--- config.mk ---
export PLATFORM = sky130hd
export DESIGN_NAME = slice_add_seq_flat
export DESIGN_NICKNAME = d
export VERILOG_FILES = /design/src/rtl/slice_add_seq_if.sv /design/src/rtl/slice_add_seq.sv /design/src/flat_wrapper.sv
export SDC_FILE = /design/constraint.sdc
export NUM_CORES = 1
export LEC_CHECK = 0
export BUFFER_PORTS_ARGS = -buffer_cell sky130_fd_sc_hd__buf_2
export CAP_MARGIN = 10
export CORE_MARGIN = 4
export CORE_UTILIZATION = 49
export DETAILED_ROUTE_END_ITERATION = 7
export PLACE_DENSITY = 0.76
export SETUP_SLACK_MARGIN = 0.05
export SLEW_MARGIN = 15
export SYNTH_ARGS = -nofsm -noshare
export SYNTH_HDL_FRONTEND = slang
export SYNTH_SLANG_ARGS = --single-unit
--- constraint.sdc ---
create_clock -name clk -period 3.22 [get_ports clk]
set_input_delay 0.644 -clock clk [delete_from_list [all_inputs] [get_ports clk]]
set_output_delay 0.644 -clock clk [all_outputs]
set_load 0.1 [all_outputs]
--- src/rtl/slice_add_seq_if.sv ---
// Operand/result handshake bundle for the slice-serial adder.
// The master side issues operands and consumes results; the slave side is the sequencer.
interface slice_add_seq_if #(
  parameter int WIDTH = 16
);
  logic             in_valid;
  logic             in_ready;
  logic [WIDTH-1:0] a;
  logic [WIDTH-1:0] b;
  logic             c_in;
  logic             sub;
  logic             out_valid;
  logic             out_ready;
  logic [WIDTH-1:0] sum;
  logic             c_out;
  logic             overflow;
  logic             busy;

  modport master (
    output in_valid, a, b, c_in, sub, out_ready,
    input  in_ready, out_valid, sum, c_out, overflow, busy
  );

  modport slave (
    input  in_valid, a, b, c_in, sub, out_ready,
    output in_ready, out_valid, sum, c_out, overflow, busy
  );
endinterface

--- src/rtl/slice_add_seq.sv ---
// WIDTH-bit add/subtract computed one 4-bit slice per clock through a single
// shared 4-bit adder, with a registered carry between slices.
module full_adder4 (
  input  logic [3:0] a,
  input  logic [3:0] b,
  input  logic       ci,
  output logic [3:0] s,
  output logic       co
);
  logic [4:0] c;

  always_comb begin
    c[0] = ci;
    s    = '0;
    for (int i = 0; i < 4; i++) begin
      s[i]   = a[i] ^ b[i] ^ c[i];
      c[i+1] = (a[i] & b[i]) | (c[i] & (a[i] ^ b[i]));
    end
    co = c[4];
  end
endmodule

module slice_add_seq #(
  parameter int WIDTH = 16
) (
  input  logic          clk,
  input  logic          rst_n,
  slice_add_seq_if.slave bus
);
  localparam int NSLICE = WIDTH / 4;
  localparam int IDX_W  = (NSLICE > 1) ? $clog2(NSLICE) : 1;
  localparam logic [IDX_W-1:0] LAST_IDX = IDX_W'(NSLICE - 1);

  generate
    if ((WIDTH % 4) != 0 || WIDTH < 4) begin : g_bad_width
      $error("slice_add_seq: WIDTH must be a multiple of 4 and at least 4");
    end
  endgenerate

  typedef enum logic [1:0] {IDLE, RUN, DONE} state_t;

  state_t                     state_q, state_d;
  logic [IDX_W-1:0]           idx_q, idx_d;
  logic                       carry_q, carry_d;
  logic [NSLICE-1:0][3:0]     a_q, a_d;
  logic [NSLICE-1:0][3:0]     b_q, b_d;
  logic [NSLICE-1:0][3:0]     sum_q, sum_d;
  logic                       c_out_q, c_out_d;
  logic                       ovf_q, ovf_d;

  logic [3:0] fa_s;
  logic       fa_co;

  full_adder4 u_slice (
    .a  (a_q[idx_q]),
    .b  (b_q[idx_q]),
    .ci (carry_q),
    .s  (fa_s),
    .co (fa_co)
  );

  always_ff @(posedge clk or negedge rst_n) begin
    if (!rst_n) begin
      state_q <= IDLE;
      idx_q   <= '0;
      carry_q <= 1'b0;
      a_q     <= '0;
      b_q     <= '0;
      sum_q   <= '0;
      c_out_q <= 1'b0;
      ovf_q   <= 1'b0;
    end else begin
      state_q <= state_d;
      idx_q   <= idx_d;
      carry_q <= carry_d;
      a_q     <= a_d;
      b_q     <= b_d;
      sum_q   <= sum_d;
      c_out_q <= c_out_d;
      ovf_q   <= ovf_d;
    end
  end

  always_comb begin
    state_d = state_q;
    idx_d   = idx_q;
    carry_d = carry_q;
    a_d     = a_q;
    b_d     = b_q;
    sum_d   = sum_q;
    c_out_d = c_out_q;
    ovf_d   = ovf_q;

    unique case (state_q)
      IDLE: begin
        if (bus.in_valid) begin
          // Subtraction folds into addition: A + ~B + 1, so c_in is unused then.
          a_d     = bus.a;
          b_d     = bus.sub ? ~bus.b : bus.b;
          carry_d = bus.sub ? 1'b1 : bus.c_in;
          idx_d   = '0;
          state_d = RUN;
        end
      end
      RUN: begin
        sum_d[idx_q] = fa_s;
        carry_d      = fa_co;
        idx_d        = idx_q + 1'b1;
        if (idx_q == LAST_IDX) begin
          c_out_d = fa_co;
          ovf_d   = (a_q[NSLICE-1][3] == b_q[NSLICE-1][3]) && (fa_s[3] != a_q[NSLICE-1][3]);
          idx_d   = '0;
          state_d = DONE;
        end
      end
      DONE: begin
        if (bus.out_ready) state_d = IDLE;
      end
      default: state_d = IDLE;
    endcase
  end

  assign bus.in_ready  = (state_q == IDLE);
  assign bus.out_valid = (state_q == DONE);
  assign bus.busy      = (state_q != IDLE);
  assign bus.sum       = sum_q;
  assign bus.c_out     = c_out_q;
  assign bus.overflow  = ovf_q;
endmodule

--- src/flat_wrapper.sv ---
// flat-port wrapper written by rule: the top's interface ports become plain ports
module slice_add_seq_flat 
#(
  parameter int WIDTH = 16
)
  (clk, rst_n, bus_in_valid, bus_a, bus_b, bus_c_in, bus_sub, bus_out_ready, bus_in_ready, bus_out_valid, bus_sum, bus_c_out, bus_overflow, bus_busy);
  slice_add_seq_if #(.WIDTH(WIDTH)) bus_i ();
  input  logic clk;
  input  logic rst_n;
  input wire logic [$bits(bus_i.in_valid)-1:0] bus_in_valid;
  input wire logic [$bits(bus_i.a)-1:0] bus_a;
  input wire logic [$bits(bus_i.b)-1:0] bus_b;
  input wire logic [$bits(bus_i.c_in)-1:0] bus_c_in;
  input wire logic [$bits(bus_i.sub)-1:0] bus_sub;
  input wire logic [$bits(bus_i.out_ready)-1:0] bus_out_ready;
  output wire logic [$bits(bus_i.in_ready)-1:0] bus_in_ready;
  output wire logic [$bits(bus_i.out_valid)-1:0] bus_out_valid;
  output wire logic [$bits(bus_i.sum)-1:0] bus_sum;
  output wire logic [$bits(bus_i.c_out)-1:0] bus_c_out;
  output wire logic [$bits(bus_i.overflow)-1:0] bus_overflow;
  output wire logic [$bits(bus_i.busy)-1:0] bus_busy;
  assign bus_i.in_valid = bus_in_valid;
  assign bus_i.a = bus_a;
  assign bus_i.b = bus_b;
  assign bus_i.c_in = bus_c_in;
  assign bus_i.sub = bus_sub;
  assign bus_i.out_ready = bus_out_ready;
  assign bus_in_ready = bus_i.in_ready;
  assign bus_out_valid = bus_i.out_valid;
  assign bus_sum = bus_i.sum;
  assign bus_c_out = bus_i.c_out;
  assign bus_overflow = bus_i.overflow;
  assign bus_busy = bus_i.busy;
  slice_add_seq #(.WIDTH(WIDTH)) u_core (.clk(clk), .rst_n(rst_n), .bus(bus_i));
endmodule
==> impl_metrics.env <==
export IMPL_hold_class="in -> async"
export IMPL_core_area_mm2=0.00520
export IMPL_num_vias=1847
export IMPL_r2r_start="u_core.idx_q[0]"
export IMPL_cts_clk_slew_worst_paths_ns=0.09
export IMPL_seq_area_mm2=0.00138
export IMPL_dr_pass1_iters=4
export IMPL_synthMuxAreaShare_pct=10.1
export IMPL_synth_top_family_by_area="simple AND/OR/NAND/NOR gates"
export IMPL_ys_types=25
export IMPL_use_met2_pct=27.4
export IMPL_area_growth_syn_to_layout_pct=17.2
export IMPL_r2r_setup_slack_ns=0.24
export IMPL_post_route_drc_count=0
export IMPL_multi_input_area_mm2=0.00115
export IMPL_synth_async_reset_ratio_pct=100
export IMPL_ctsHoldBuffers=0
export IMPL_synthCells=241
export IMPL_pin_count=59
export IMPL_rsz0062_at_grt="no"
export IMPL_n_antenna_cell=0
export IMPL_clockBufferDepth=2
export IMPL_finalSetupTns_ns=0
export IMPL_grtUsageMet3_pct=4.28
export IMPL_antenna_left=0
export IMPL_antenna_found_initial=0
export IMPL_drive_gt1_share_pct=38.0
export IMPL_die_y_um=81.9
export IMPL_grt_pass1_wl_um=8500
export IMPL_layout_min_cycle_time_ns=2.98
export IMPL_synth_compound_area_share_pct=8.41
export IMPL_status="completed"
export IMPL_routed_wl_um=5170
export IMPL_cts_sinks=55
export IMPL_drv_cap=0
export IMPL_viasPerCell=4.95
export IMPL_crit_path_end_kind="flop"
export IMPL_hold_ws_ns=0.321
export IMPL_cts_buffers=5
export IMPL_grtUsageMet1_pct=22.2
export IMPL_yosysWarnings=0
export IMPL_final_nets=348
export IMPL_criticalPathCategory="reg -> reg"
export IMPL_worst_pin_slew_ns=0.988
export IMPL_dp_hpwl_um=3940
export IMPL_fmax_mhz=335
export IMPL_track_usage_pct=16.9
export IMPL_syn_cell_area_mm2=0.00268
export IMPL_startpoint_type="flop"
export IMPL_synthAdderAreaFrac_pct=4.86
export IMPL_synth_seq_cells=55
export IMPL_die_area_mm2=0.00671
export IMPL_rr_worst_depth=11
export IMPL_gp_congestion=0.765
export IMPL_grt_overflow=0
export IMPL_postSynthAreaPerCell_um2=11.1
export IMPL_slew_viol_final=0
export IMPL_arrival_ns=3.16
export IMPL_fin_worst_skew_ns=0.00650
export IMPL_place_ws_ns=0.0872
export IMPL_clock_latency_ns=0.31
export IMPL_row_count=26
export IMPL_synth_edff_count=0
export IMPL_setup_viol=0
export IMPL_grt_max_degree=36
export IMPL_htree_levels=2
export IMPL_grt_pass1_vias=1835
export IMPL_fillers=472
export IMPL_fin_ws_ns=0.235
export IMPL_worst_slew_margin_rel_pct=33.9
export IMPL_cts_tree="done"
export IMPL_die_x_um=81.9
export IMPL_top_usage_layer="met2"
export IMPL_synth_top_area_cell="dfrtp_1"
export IMPL_io_buffers=58
export IMPL_synthTopCellsByArea="dfrtp_1, nand2_1, mux4_2"
export IMPL_syn_num_nets=287
export IMPL_synth_top_area_share_pct=51.4
export IMPL_hold_viol=0
export IMPL_cp_required_ns=3.39
export IMPL_synth_flop_cell="dfrtp_1"
export IMPL_root_buffer="clkbuf_8"
export IMPL_min_period_over_period_pct=92.7
export IMPL_yosys_area_share_simple_pct=14.3
export IMPL_ys_seq_area_share_pct=51.4
export IMPL_r2r_end="u_core.bus.overflow"
export IMPL_worst_path_max_fanout=4
export IMPL_synth_xor_area_share_pct=5.23
export IMPL_synth_commonest_cells="nand2_1, dfrtp_1, o21ai_2, xnor2_1, o21ai_0"
export IMPL_drt_iter0_markers=76
export IMPL_yosysMostFrequentCell="nand2_1"
export IMPL_post_drt_wl_per_cell_um=13.9
export IMPL_initial_utilization_pct=51.4
## state kept, by name, indices dropped and copies added (netlist names)
name / cells
u_core.a_q: 16
u_core.b_q: 16
u_core.bus.sum: 16
u_core.idx_q: 2
u_core.state_q: 2
u_core.bus.c_out: 1
u_core.bus.overflow: 1
u_core.carry_q: 1
## routing by layer
metal	vias up	part of all wire, %
li1	910	-
met1	874	45
met2	55	47
met3	8	6.1
met4	0	1.2
met5	-	0
## through the flow
stage / instances / utilization [%] / cell area [um2]
floorplan: 241 / - / 2680
global placement: 362 / 57.5 / 2990
detailed placement: 362 / 57.5 / 2990
CTS: 370 / 59.8 / 3110
global route: 373 / 60.3 / 3140
finish: 373 / 60.3 / 3140
## logic make-up after synthesis
| kind of cell | after synthesis |
|---|---|
| and+or+nand+nor | 89 |
| DFF | 55 |
| AOI/OAI and AO/OA | 32 |
| buffers and inverters | 25 |
| xor gates and xnor gates | 16 |
| muxes | 16 |
| adders and majority gates | 8 |
## placed cells by master, fill, tap and decap left out, types with 2 or more instances in the layout
cell type and instances:
nand2_1 74, buf_2 58, dfrtp_1 54, xnor2_1 16
o21ai_2 16, o21ai_0 14, inv_1 11, buf_4 9
mux4_2 8, mux2_2 8, clkbuf_8 6, nand3b_1 4
ha_1 4, nand2b_1 2, nand3_1 2, fa_2 2
fa_1 2
## area by class of cell
cell class / instances / area share, %
Clock buffer: 6 / 2.63
Tap cell: 70 / 2.79
Clock inverter: 2 / 1.12
Multi-Input combinational cell: 161 / 36.7
Inverter: 12 / 1.43
Timing Repair Buffer: 67 / 11.4
Sequential cell: 55 / 43.9
## worst max path at each step
stage                    startpoint  depth (start not counted)  slack, ns             endpoint
floorplan           u_core.idx_q[0]                         12       0.12  u_core.bus.overflow
global placement    u_core.idx_q[0]                         11       0.18  u_core.bus.overflow
detailed placement  u_core.idx_q[0]                         11       0.09  u_core.bus.overflow
CTS                 u_core.idx_q[0]                         11       0.08  u_core.bus.overflow
global route        u_core.idx_q[0]                         11       0.02  u_core.bus.overflow
finish              u_core.idx_q[0]                         11       0.24  u_core.bus.overflow
## critical path: stages (launching register included)
cell and delay [ns]:
dfrtp_2 0.42, mux4_2 0.54, fa_1 0.39, inv_1 0.07, fa_1 0.16, inv_1 0.05, fa_2 0.34, inv_2 0.07
fa_2 0.46, and3_1 0.20, nor2_1 0.08, o21ai_0 0.07
## timing repair
action,CTS,global route
gates resized for setup,0,4
setup endpoints to repair,0,1
setup buffers,0,3
Power is not shown: default switching activity piles up to over one toggle a cycle in this logic, so the estimate is an artifact.
